==> config.mk <==
export PLATFORM = sky130hd
export DESIGN_NAME = peri_reg_arb
export DESIGN_NICKNAME = d
export VERILOG_FILES = /design/src/rtl/peri_arb_pkg.sv /design/src/rtl/rr_arbiter.sv /design/src/rtl/peri_reg_arb.sv
export SDC_FILE = /design/constraint.sdc
export NUM_CORES = 1
export LEC_CHECK = 0
export BUFFER_PORTS_ARGS = -buffer_cell sky130_fd_sc_hd__buf_2
export CORE_MARGIN = 5
export CORE_UTILIZATION = 44
export DETAILED_ROUTE_END_ITERATION = 8
export PLACE_DENSITY = 0.84
export SLEW_MARGIN = 20
export SYNTH_ARGS = -nofsm -noshare
export SYNTH_HDL_FRONTEND = slang
export SYNTH_HIERARCHICAL = 1
export SYNTH_SLANG_ARGS = --single-unit
==> constraint.sdc <==
create_clock -name mclk -period 1.93 [get_ports mclk]
set_input_delay 0.0965 -clock mclk [delete_from_list [all_inputs] [get_ports mclk]]
set_output_delay 0.0965 -clock mclk [all_outputs]
set_load 0.005 [all_outputs]
==> src/rtl/peri_arb_pkg.sv <==
// Shared types and constants for the peripheral register-bus arbiter.
package peri_arb_pkg;

  typedef enum logic [1:0] {
    IDLE = 2'd0,
    BUSY = 2'd1,
    RESP = 2'd2
  } arb_st_e;

  localparam logic [31:0] ERR_RDATA = 32'hFFFF_FFFF;
  localparam int          TO_W      = 8;

endpackage

==> src/rtl/rr_arbiter.sv <==
// Combinational round-robin picker: first requester after last_gnt, wrapping.
module rr_arbiter #(
  parameter int NREQ = 2,
  parameter int IW   = (NREQ > 1) ? $clog2(NREQ) : 1
) (
  input  logic [NREQ-1:0] req,
  input  logic [IW-1:0]   last_gnt,
  output logic [IW-1:0]   gnt_idx,
  output logic            gnt_vld
);

  logic [IW-1:0] cand [NREQ];

  generate
    for (genvar gi = 0; gi < NREQ; gi++) begin : g_cand
      assign cand[gi] = IW'((int'(last_gnt) + gi + 1) % NREQ);
    end
  endgenerate

  // Scan from the farthest candidate inwards so the nearest requester wins.
  always_comb begin
    gnt_idx = '0;
    gnt_vld = 1'b0;
    for (int k = NREQ - 1; k >= 0; k--) begin
      if (req[cand[k]]) begin
        gnt_idx = cand[k];
        gnt_vld = 1'b1;
      end
    end
  end

endmodule

==> src/rtl/peri_reg_arb.sv <==
// Shares the peripheral register bus between NREQ masters: round-robin grant,
// one transaction in flight, ack timeout terminating with an error response.
module peri_reg_arb #(
  parameter int NREQ   = 2,
  parameter int AW     = 11,
  parameter int DW     = 32,
  parameter int TO_CYC = 255
) (
  input  logic              mclk,
  input  logic              s_reset_n,
  input  logic [NREQ-1:0]   m_cs,
  input  logic [NREQ-1:0]   m_wr,
  input  logic [NREQ*AW-1:0] m_addr,
  input  logic [NREQ*DW-1:0] m_wdata,
  input  logic [NREQ*4-1:0] m_be,
  output logic [DW-1:0]     m_rdata,
  output logic [NREQ-1:0]   m_ack,
  output logic              m_err,
  output logic              reg_cs,
  output logic              reg_wr,
  output logic [AW-1:0]     reg_addr,
  output logic [DW-1:0]     reg_wdata,
  output logic [3:0]        reg_be,
  input  logic [DW-1:0]     reg_rdata,
  input  logic              reg_ack,
  output logic              arb_busy
);

  import peri_arb_pkg::*;

  localparam int IW = (NREQ > 1) ? $clog2(NREQ) : 1;

  arb_st_e         state_reg, state_next;
  logic [IW-1:0]   gnt_reg, gnt_next;
  logic [IW-1:0]   last_gnt_reg, last_gnt_next;
  logic [TO_W-1:0] to_cnt_reg, to_cnt_next;
  logic            reg_cs_reg, reg_cs_next;
  logic            reg_wr_reg, reg_wr_next;
  logic [AW-1:0]   reg_addr_reg, reg_addr_next;
  logic [DW-1:0]   reg_wdata_reg, reg_wdata_next;
  logic [3:0]      reg_be_reg, reg_be_next;
  logic [DW-1:0]   m_rdata_reg, m_rdata_next;
  logic [NREQ-1:0] m_ack_reg, m_ack_next;
  logic            m_err_reg, m_err_next;

  logic [AW-1:0]   addr_arr  [NREQ];
  logic [DW-1:0]   wdata_arr [NREQ];
  logic [3:0]      be_arr    [NREQ];
  logic [IW-1:0]   gnt_idx;
  logic            gnt_vld;
  logic            to_expired;

  generate
    for (genvar gi = 0; gi < NREQ; gi++) begin : g_unpack
      assign addr_arr[gi]  = m_addr[gi*AW +: AW];
      assign wdata_arr[gi] = m_wdata[gi*DW +: DW];
      assign be_arr[gi]    = m_be[gi*4 +: 4];
    end
  endgenerate

  rr_arbiter #(
    .NREQ (NREQ),
    .IW   (IW)
  ) u_rr_arbiter (
    .req      (m_cs),
    .last_gnt (last_gnt_reg),
    .gnt_idx  (gnt_idx),
    .gnt_vld  (gnt_vld)
  );

  assign to_expired = (to_cnt_reg == TO_W'(TO_CYC));

  always_ff @(posedge mclk) begin
    if (!s_reset_n) begin
      state_reg <= IDLE;
    end else begin
      state_reg <= state_next;
    end
  end

  always_comb begin
    state_next = state_reg;
    case (state_reg)
      IDLE:    if (gnt_vld) state_next = BUSY;
      BUSY:    if (reg_ack || to_expired) state_next = RESP;
      RESP:    state_next = IDLE;
      default: state_next = IDLE;
    endcase
  end

  // A real ack always takes priority over the timeout on the same cycle.
  always_comb begin
    gnt_next       = gnt_reg;
    last_gnt_next  = last_gnt_reg;
    to_cnt_next    = to_cnt_reg;
    reg_cs_next    = reg_cs_reg;
    reg_wr_next    = reg_wr_reg;
    reg_addr_next  = reg_addr_reg;
    reg_wdata_next = reg_wdata_reg;
    reg_be_next    = reg_be_reg;
    m_rdata_next   = m_rdata_reg;
    m_ack_next     = '0;
    m_err_next     = 1'b0;
    case (state_reg)
      IDLE: begin
        if (gnt_vld) begin
          reg_cs_next    = 1'b1;
          reg_wr_next    = m_wr[gnt_idx];
          reg_addr_next  = addr_arr[gnt_idx];
          reg_wdata_next = wdata_arr[gnt_idx];
          reg_be_next    = be_arr[gnt_idx];
          gnt_next       = gnt_idx;
          last_gnt_next  = gnt_idx;
          to_cnt_next    = '0;
        end
      end
      BUSY: begin
        if (reg_ack) begin
          m_rdata_next        = reg_rdata;
          m_ack_next[gnt_reg] = 1'b1;
          reg_cs_next         = 1'b0;
        end else if (to_expired) begin
          m_rdata_next        = DW'(ERR_RDATA);
          m_ack_next[gnt_reg] = 1'b1;
          m_err_next          = 1'b1;
          reg_cs_next         = 1'b0;
        end else begin
          to_cnt_next = to_cnt_reg + 1'b1;
        end
      end
      default: ;
    endcase
  end

  always_ff @(posedge mclk) begin
    if (!s_reset_n) begin
      gnt_reg       <= '0;
      last_gnt_reg  <= IW'(NREQ - 1);
      to_cnt_reg    <= '0;
      reg_cs_reg    <= 1'b0;
      reg_wr_reg    <= 1'b0;
      reg_addr_reg  <= '0;
      reg_wdata_reg <= '0;
      reg_be_reg    <= '0;
      m_rdata_reg   <= '0;
      m_ack_reg     <= '0;
      m_err_reg     <= 1'b0;
    end else begin
      gnt_reg       <= gnt_next;
      last_gnt_reg  <= last_gnt_next;
      to_cnt_reg    <= to_cnt_next;
      reg_cs_reg    <= reg_cs_next;
      reg_wr_reg    <= reg_wr_next;
      reg_addr_reg  <= reg_addr_next;
      reg_wdata_reg <= reg_wdata_next;
      reg_be_reg    <= reg_be_next;
      m_rdata_reg   <= m_rdata_next;
      m_ack_reg     <= m_ack_next;
      m_err_reg     <= m_err_next;
    end
  end

  assign reg_cs    = reg_cs_reg;
  assign reg_wr    = reg_wr_reg;
  assign reg_addr  = reg_addr_reg;
  assign reg_wdata = reg_wdata_reg;
  assign reg_be    = reg_be_reg;
  assign m_rdata   = m_rdata_reg;
  assign m_ack     = m_ack_reg;
  assign m_err     = m_err_reg;
  assign arb_busy  = (state_reg != IDLE);

endmodule

# After elaboration in Yosys (flattened, before gate mapping)
# Cells that the tools add are included.
word_totals:
  reg_bits: 96
  inputBits: 133
  out_inout_bits: 85
  wordCells: 81
op_classes:
  add_sub_neg: 3
  n_lt_le_gt_ge: 6
  n_eq_ne: 7
  muxes: 37
  n_bitwise: 3
  n_reduce_logical: 13
ops:
  columns: ["operator", "count"]
  rows:
  - ["2-to-1 mux 32 bit", 5]
  - ["2-to-1 mux 11 bit", 3]
  - ["2-to-1 mux 8 bit", 3]
  - ["one-hot mux 8 bit (2 select lines)", 1]
  - ["2-to-1 mux 1 bit", 15]
  - ["2-to-1 mux 4 bit", 3]
  - ["adder 8 x 1 -> 8 bit (second input constant)", 1]
  - ["== test 8 bit (second input constant)", 1]
  - ["less-than comparator 1 x 2 -> 1 bit (second input constant)", 4]
  - ["2-to-1 mux 2 bit", 4]
  - ["inequality test 2 bit (second input constant)", 4]
  - ["AND reduction 2 bit", 4]
  - ["nonzero test 2 bit", 3]
  - ["one-hot mux 2 bit (2 select lines)", 1]
  - ["AND reduction 4 bit", 1]
  - ["inequality test 3 bit (second input constant)", 1]
  - ["AND reduction 3 bit", 1]
  - ["OR reduction 3 bit", 1]
  - ["adder 1 bit (second input constant)", 2]
  - ["== test 2 x 1 -> 1 bit (second input constant)", 1]
  - ["greater-or-equal comparator 2 bit (second input constant)", 1]
  - ["zero test 2 bit", 1]
  - ["inverter 1 bit", 2]
  - ["inverter 1 -> 2 bit", 1]
  - ["5 further kinds", 5]

# Logic depth before layout (Yosys ltp)
# Gate-level depths: netlist of the first run.
depth:
  depth_word: 10
  ltp_mapped: 6
  depth_no_buf: 5

# Cells and area by module
# Netlist of the first run, hierarchy kept.
by_module_without_submodules:
  columns: ["mod", "n_inst", "cells_each", "area_each_um2", "seq_area_each_um2"]
  rows:
  - ["peri_reg_arb", 1, 365, 3833.7, 1921.8]
  - ["rr_arbiter", 1, 2, 13.8, 0.0]

# Least setup slack after synthesis of the first run
# OpenSTA, ideal clock, no wires.
synth_path:
  path_type: "reg2reg"
  startpoint: "register to_cnt_reg[0]"
  endpoint: "register to_cnt_reg[7]"
  setup_time_ps: 122
  arrival_ps: 1632
  t_required_ps: 1808
  path_slack_ps: 176
  path_stages_with_launch: 7
  path_buffers: 1
  period_less_slack_ps: 1754
  cell_sequence: "dfxtp_1 -> ha_1 -> and3_1 -> a211o_1 -> and3_4 -> buf_6 -> a221o_1"
synth_via:
  elab_chain_len: 4
  elab_cells_between_ends: 7
  classes_between: "add/sub: 1; eq/ne: 2; mux: 3; reduce/logical: 1"
synth_lines:
  columns: ["element", "line_no", "source"]
  rows:
  - ["start, declared", "peri_reg_arb.sv:36", "logic [TO_W-1:0] to_cnt_reg, to_cnt_next;"]
  - ["start signal, assigned", "peri_reg_arb.sv:151", "to_cnt_reg <= to_cnt_next;"]
  - ["adder 8 x 1 -> 8 bit", "peri_reg_arb.sv:128", "to_cnt_next = to_cnt_reg + 1'b1;"]
  - ["2-to-1 mux 8 bit", "peri_reg_arb.sv:122", "end else if (to_expired) begin"]
  - ["2-to-1 mux 8 bit", "peri_reg_arb.sv:118", "if (reg_ack) begin"]
  - ["one-hot mux 8 bit (2 select lines)", "peri_reg_arb.sv:104", "case (state_reg)"]
# Parallel ways exist; a longest one is shown, timed or not. The select of a mux whose other input is x is not followed.
# A chain may end at the register's enable or synchronous reset.

# Worst setup path in the final report of the first run
# Ends and elaborated chain as after synthesis.

==> results of run 1 <==
## worst paths after layout
path	slack, ns	cells past startpoint	to	startpoint
setup / recovery	0.11	6	to_cnt_reg[7]	to_cnt_reg[0]
setup reg to reg	0.11	6	to_cnt_reg[7]	to_cnt_reg[0]
hold / removal	0.02	2	m_rdata[27]	reg_rdata[27]
hold reg to reg	0.49	1	m_ack[0]	gnt_reg
## cell families after synthesis
logic type	Yosys count	share of synthesized area, %
simple gates	91	11.3
flops	96	50.0
buf+inv	35	4.03
mux	49	12.7
fa+ha+maj	1	0.325
compound gates	95	21.7
## repair_timing
| item | CTS | global route |
|---|---|---|
| gates resized for setup | 1 | 0 |
| hold buffers | 26 | 0 |
| setup buffers | 0 | 0 |
| setup endpoints to repair | 33 | 0 |
| endpoints found under the hold margin | 26 | 0 |
## power groups by stage
stage | clock [W] | combinational, W | sequential (W)
global placement | 0 | 0.000865 | 0.00229
finish | 0.00134 | 0.000927 | 0.00225
detailed placement | 0 | 0.000887 | 0.00230
CTS | 0.00138 | 0.000930 | 0.00225
global route | 0.00146 | 0.00102 | 0.00228
floorplan | 0 | 0.000450 | 0.00231
## layout by cell type (no fill, tap or decap), drive strengths merged, types with 2 or more instances in the layout
cell type    instances
buf                236
dfxtp               96
nor2                54
mux2i               49
a211oi              48
o221a               32
dlygate4sd3         26
clkbuf              10
nand2                7
a211o                5
and3                 5
or2                  5
nor3b                4
nand3                4
clkinvlp             4
a21oi                3
nor3                 3
o21ai                2
and2                 2
clkinv               2
## through the flow
| step | setup slack [ns] | instances | total power, W |
|---|---|---|---|
| after global routing | 0.0255 | 720 | 0.00476 |
| after global placement | -0.128 | 678 | 0.00315 |
| after floorplan | 0.176 | 367 | 0.00276 |
| after CTS | 0.121 | 720 | 0.00457 |
| after detailed placement | -0.203 | 678 | 0.00318 |
| final | 0.110 | 720 | 0.00452 |
## layout make-up
class,count,share of cell area [%]
clock buffer,10,2.47
clock inverter,6,1.23
inverter,2,0.135
multi-input combinational,236,32.2
sequential,96,34.4
tap,108,2.42
timing repair buffer,262,27.1
## layer usage
metal | vias to the layer above | routed length [microns] | GRT usage [%] | share of wire, %
met3 | 15 | 824 | 5.72 | 7.2
met5 | - | 0 | 0 | 0
met2 | 164 | 5550 | 35.1 | 48
met4 | 0 | 176 | 7.40 | 1.5
met1 | 1698 | 4920 | 25.3 | 43
li1 | 1860 | - | - | -
==> metrics, run 1 <==
Starting DRT DRC Count=205; Setup TNS Final=0 ns; Placed Area=5110 sq um; Overflow after GRT=0; x dimension of the die=104 microns; share of layout cells above drive strength 1=47.5%; top post-synthesis cells by count=dfxtp_1 (96), nor2_1 (53), mux2i_1 (49); io pins=218; area taken by multi-input logic gates=1790 sq um; largest net degree at the start of global routing=99; CTS Buf Count=9; area leader, netlist=dfxtp_1; Total Wirelength=11500 microns; vias in the first global route=3766; Crit path required time=2.17 ns; post-DP HPWL=8170 microns; final cell utilization of the core=64.6%; Initial DRT Pass Iterations=4; cell family with most CP delay=compound AO/OA/AOI/OAI gates; DRC=0; WL per Instance=15.9 microns; clock network power share=29.6%; sequential element share of the synthesized area=50.0%; period utilisation layout=94.3%; CP Class=reg -> reg; Core Area=8640 sq um; site row count=34; Slew @ Worst Pin=0.720 ns; Post-Syn Area per Cell=10.5 sq um; internal power=0.00328 W; Max Freq=549 MHz; FFs w/ async S/R, synth=0%; crit-path cells=ha_1 > and3_1 > buf_4 > a211o_1 > and3_4 > a221o_1; cell area after layout=5580 sq um; # port buffers=217; Tot GR Track Use=20.8%; YS warnings=6; Post-Syn Nets=501; top-count cell post-synth=dfxtp_1; CTS tree=done; DR vias/cell=5.19; CTS Buffer Depth=2; first-pass GRT wire length=18800 microns; cell area after synthesis=3850 sq um; Final min period=1.82 ns; hold slack=0.0242 ns; # clock sinks=96; Clk Latency, worst-skew pair=0.35 ns; maximum vdd drop=0.000395 V; number of synthesized flops with an enable pin=0; initial antenna violation count=0; ANT nets after route=0; relative slew slack=51.9%; CP endpoint kind=flop; Max Cap Viol=0; Gate power share=20.5%; part of the power in registers=49.9%; H-tree levels=3; switching power total=0.00124 W; FILL cells=687; Final setup viols=0; RSZ-0062 raised after global routing=false; crit path launch type=flop; Main synth FF type=dfxtp_1; clock transition at the registers of the reported paths=0.10 ns; number of synthesized register bits=96; Cell variety after synth=36; share of the synthesized area in the top cell type=50.0%; status=completed; Pleak=2.73 nW; cell count after synthesis=367; CTS root buffer=clkbuf_8; Reg area=1920 sq um; final hold vios=0; CP Max Fanout=7; number of diodes=0; largest cells by area after synthesis=dfxtp_1 (50%), mux2i_1 (13%), a211oi_1 (9.4%); critical path's largest stage delay=0.34 ns; worst min-delay path class=in -> reg; Vias=3737; switching fraction of total power=27.5%; PwrDens=810 nW/um^2; Starting Density=44.6%; Layout area overhead=45.0%; gp weighted congestion=0.821; crit path buf inv count=1; Final Max Slew Viols=0; die area=10700 sq um; crit path DAT=2.06 ns; Final #Nets=741; Vert. Die Dim=104 microns; Slowest-stage cell, CP=a221o_1; Final Skew=0.0112 ns
Note: power is estimated with default switching activity, not from simulation.
==> run 2: changes to the inputs <==
==> constraint.sdc (replaced) <==
create_clock -name mclk -period 1.95 [get_ports mclk]
set_input_delay 0.0975 -clock mclk [delete_from_list [all_inputs] [get_ports mclk]]
set_output_delay 0.0975 -clock mclk [all_outputs]
set_load 0.005 [all_outputs]
==> metrics, run 2 (same netlist as run 1, synthesis figures left out) <==
status=completed; clock transition at the registers of the reported paths=0.09 ns (about the same); largest net degree at the start of global routing=99 (unchanged); most frequent cells in the layout=buf_2 (217), dfxtp_1 (96), nor2_1 (52); hold path startpoint=reg_rdata[15]; vias in the first global route=3708 (-1.5%); CP Max Fanout=7 (unchanged); Max Cap Viol=0 (unchanged); final hold vios=0 (unchanged); Final min period=1.82 ns (+0.00261 ns); crit path DAT=2.07 ns (about the same); Pwr Total=0.00449 W (-0.56%); Starting Density=44.6% (unchanged); WL per Instance=15.8 microns (-1.0%); Hold Path End=m_rdata[15]; commonest non-fill, non-tap cell in the layout=buf_2; worst r2r dst=to_cnt_reg[7]; Tot GR Track Use=19.9% (-0.93 points); Crit path required time=2.19 ns (+0.02 ns); Starting DRT DRC Count=116 (-43%); relative slew slack=53.1% (+1.2 points); crit path launch type=flop; Max Freq=549 MHz (-0.14%); RSZ-0062 raised after global routing=false; worst min-delay path class=in -> reg; Clk Latency, worst-skew pair=0.35 ns (about the same); FILL cells=673 (-2.0%); # clock sinks=96 (unchanged); Post-CTS Setup Repair Bufs=0 (unchanged); maximum vdd drop=0.000363 V (-8.2%); Core Area=8640 sq um (unchanged); Vert. Die Dim=104 microns (unchanged); share of layout cells above drive strength 1=48.1% (+0.54 points); Layout area overhead=43.0%; DRC=0 (unchanged); CP Class=reg -> reg; CTS Buffer Depth=2 (unchanged); CP endpoint kind=flop; io pins=218 (unchanged); hold slack=0.0186 ns (-0.00557 ns); DR vias/cell=5.18 (-0.20%); Final Skew=0.00815 ns (-0.00300 ns); Final setup viols=0 (unchanged); die area=10700 sq um (unchanged); Setup TNS Final=0 ns (unchanged); # port buffers=217 (unchanged); FF-to-FF setup slack=0.13 ns (+0.02 ns); Initial DRT Pass Iterations=4 (unchanged); Slew @ Worst Pin=0.702 ns (-0.0179 ns); site row count=34 (unchanged); H-tree levels=3 (unchanged); Vias=3683 (-1.4%); hold path cells=2 (unchanged); R2R cell count=6 (unchanged); worst r2r src=to_cnt_reg[0]; post-DP HPWL=8280 microns (+1.4%); initial antenna violation count=0 (unchanged); first-pass GRT wire length=18100 microns (-4.0%); Pleak=2.71 nW (-0.77%); number of diodes=0 (unchanged); CTS root buffer=clkbuf_8; gp weighted congestion=0.812 (-1.0%); Final Max Slew Viols=0 (unchanged); CTS tree=done; CTS Buf Count=9 (unchanged); PwrDens=817 nW/um^2 (+0.84%); period utilisation layout=93.5% (-0.83 points); x dimension of the die=104 microns (unchanged); Overflow after GRT=0 (unchanged); Final #Nets=732 (-1.2%); Total Wirelength=11200 microns (-2.3%); ANT nets after route=0 (unchanged)
==> run 2: changes by cell type in the layout (fill, tap and decap cells not counted), sizes merged <==
cell         delta
buf             -1
clkbuf          +2
clkinv          +1
clkinvlp        -3
dlygate4sd3     -8
==> run 2: area by class of cell <==
class	instances	area, sq um	share of cell area [%]
Tap cell	108	135	2.46
Sequential cell	96	1920	34.9
Inverter	2	7.51	0.136
Clock buffer	12	165	3.00
Clock inverter	4	51.3	0.932
Multi-Input combinational cell	236	1790	32.6
Timing Repair Buffer	253	1430	25.9
==> run 2: per-stage QoR <==
step | setup slack (ns) | cells | area (sq um) | util (%)
3_5_place_dp | -0.151 | 677 | 5100 | 59.1
6_report | 0.127 | 711 | 5500 | 63.7
3_3_place_gp | -0.0948 | 677 | 5100 | 59.1
2_1_floorplan | 0.196 | 367 | 3850 | -
4_1_cts | 0.130 | 707 | 5460 | 63.2
5_1_grt | 0.0253 | 711 | 5500 | 63.7
==> run 2: worst max path at each step <==
stage | from | to | cells past startpoint
floorplan | to_cnt_reg[0] | to_cnt_reg[7] | 6
CTS | to_cnt_reg[0] | to_cnt_reg[7] | 6
global placement | to_cnt_reg[1] | m_rdata[26] | 5
global route | to_cnt_reg[1] | m_rdata[25] | 5
detailed placement | to_cnt_reg[1] | m_rdata[12] | 5
finish | to_cnt_reg[0] | to_cnt_reg[7] | 6
==> run 2: worst max-delay path, stage by stage (launching register included) <==
cell,delay (ns)
dfxtp_1,0.32
ha_1,0.20
and3_1,0.20
buf_4,0.14
a211o_1,0.29
and3_4,0.23
a221o_1,0.34
==> run 2: where the power goes <==
group | internal, W | switching [W] | total (W)
Sequential | 0.00214 | 0.0000931 | 0.00223
Combinational | 0.000463 | 0.000435 | 0.000899
Clock | 0.000699 | 0.000666 | 0.00137
Total | 0.00330 | 0.00119 | 0.00449
==> run 2: timing repair <==
action                                  in CTS  in global routing
gates resized for setup                      1                  0
gates cloned                                 0                  0
hold buffers                                14                  4
endpoints found under the hold margin       14                  4
endpoints found under the setup margin      33                  1
pin swaps                                    0                  1
==> run 2: routing by layer <==
metal  global-route usage, %  vias up  share of wire, %
li1                        -     1842                 -
met1                    23.7     1646                41
met2                    32.9      175                48
met3                    6.84       20               8.6
met4                    7.40        0               2.1
met5                       0        -                 0
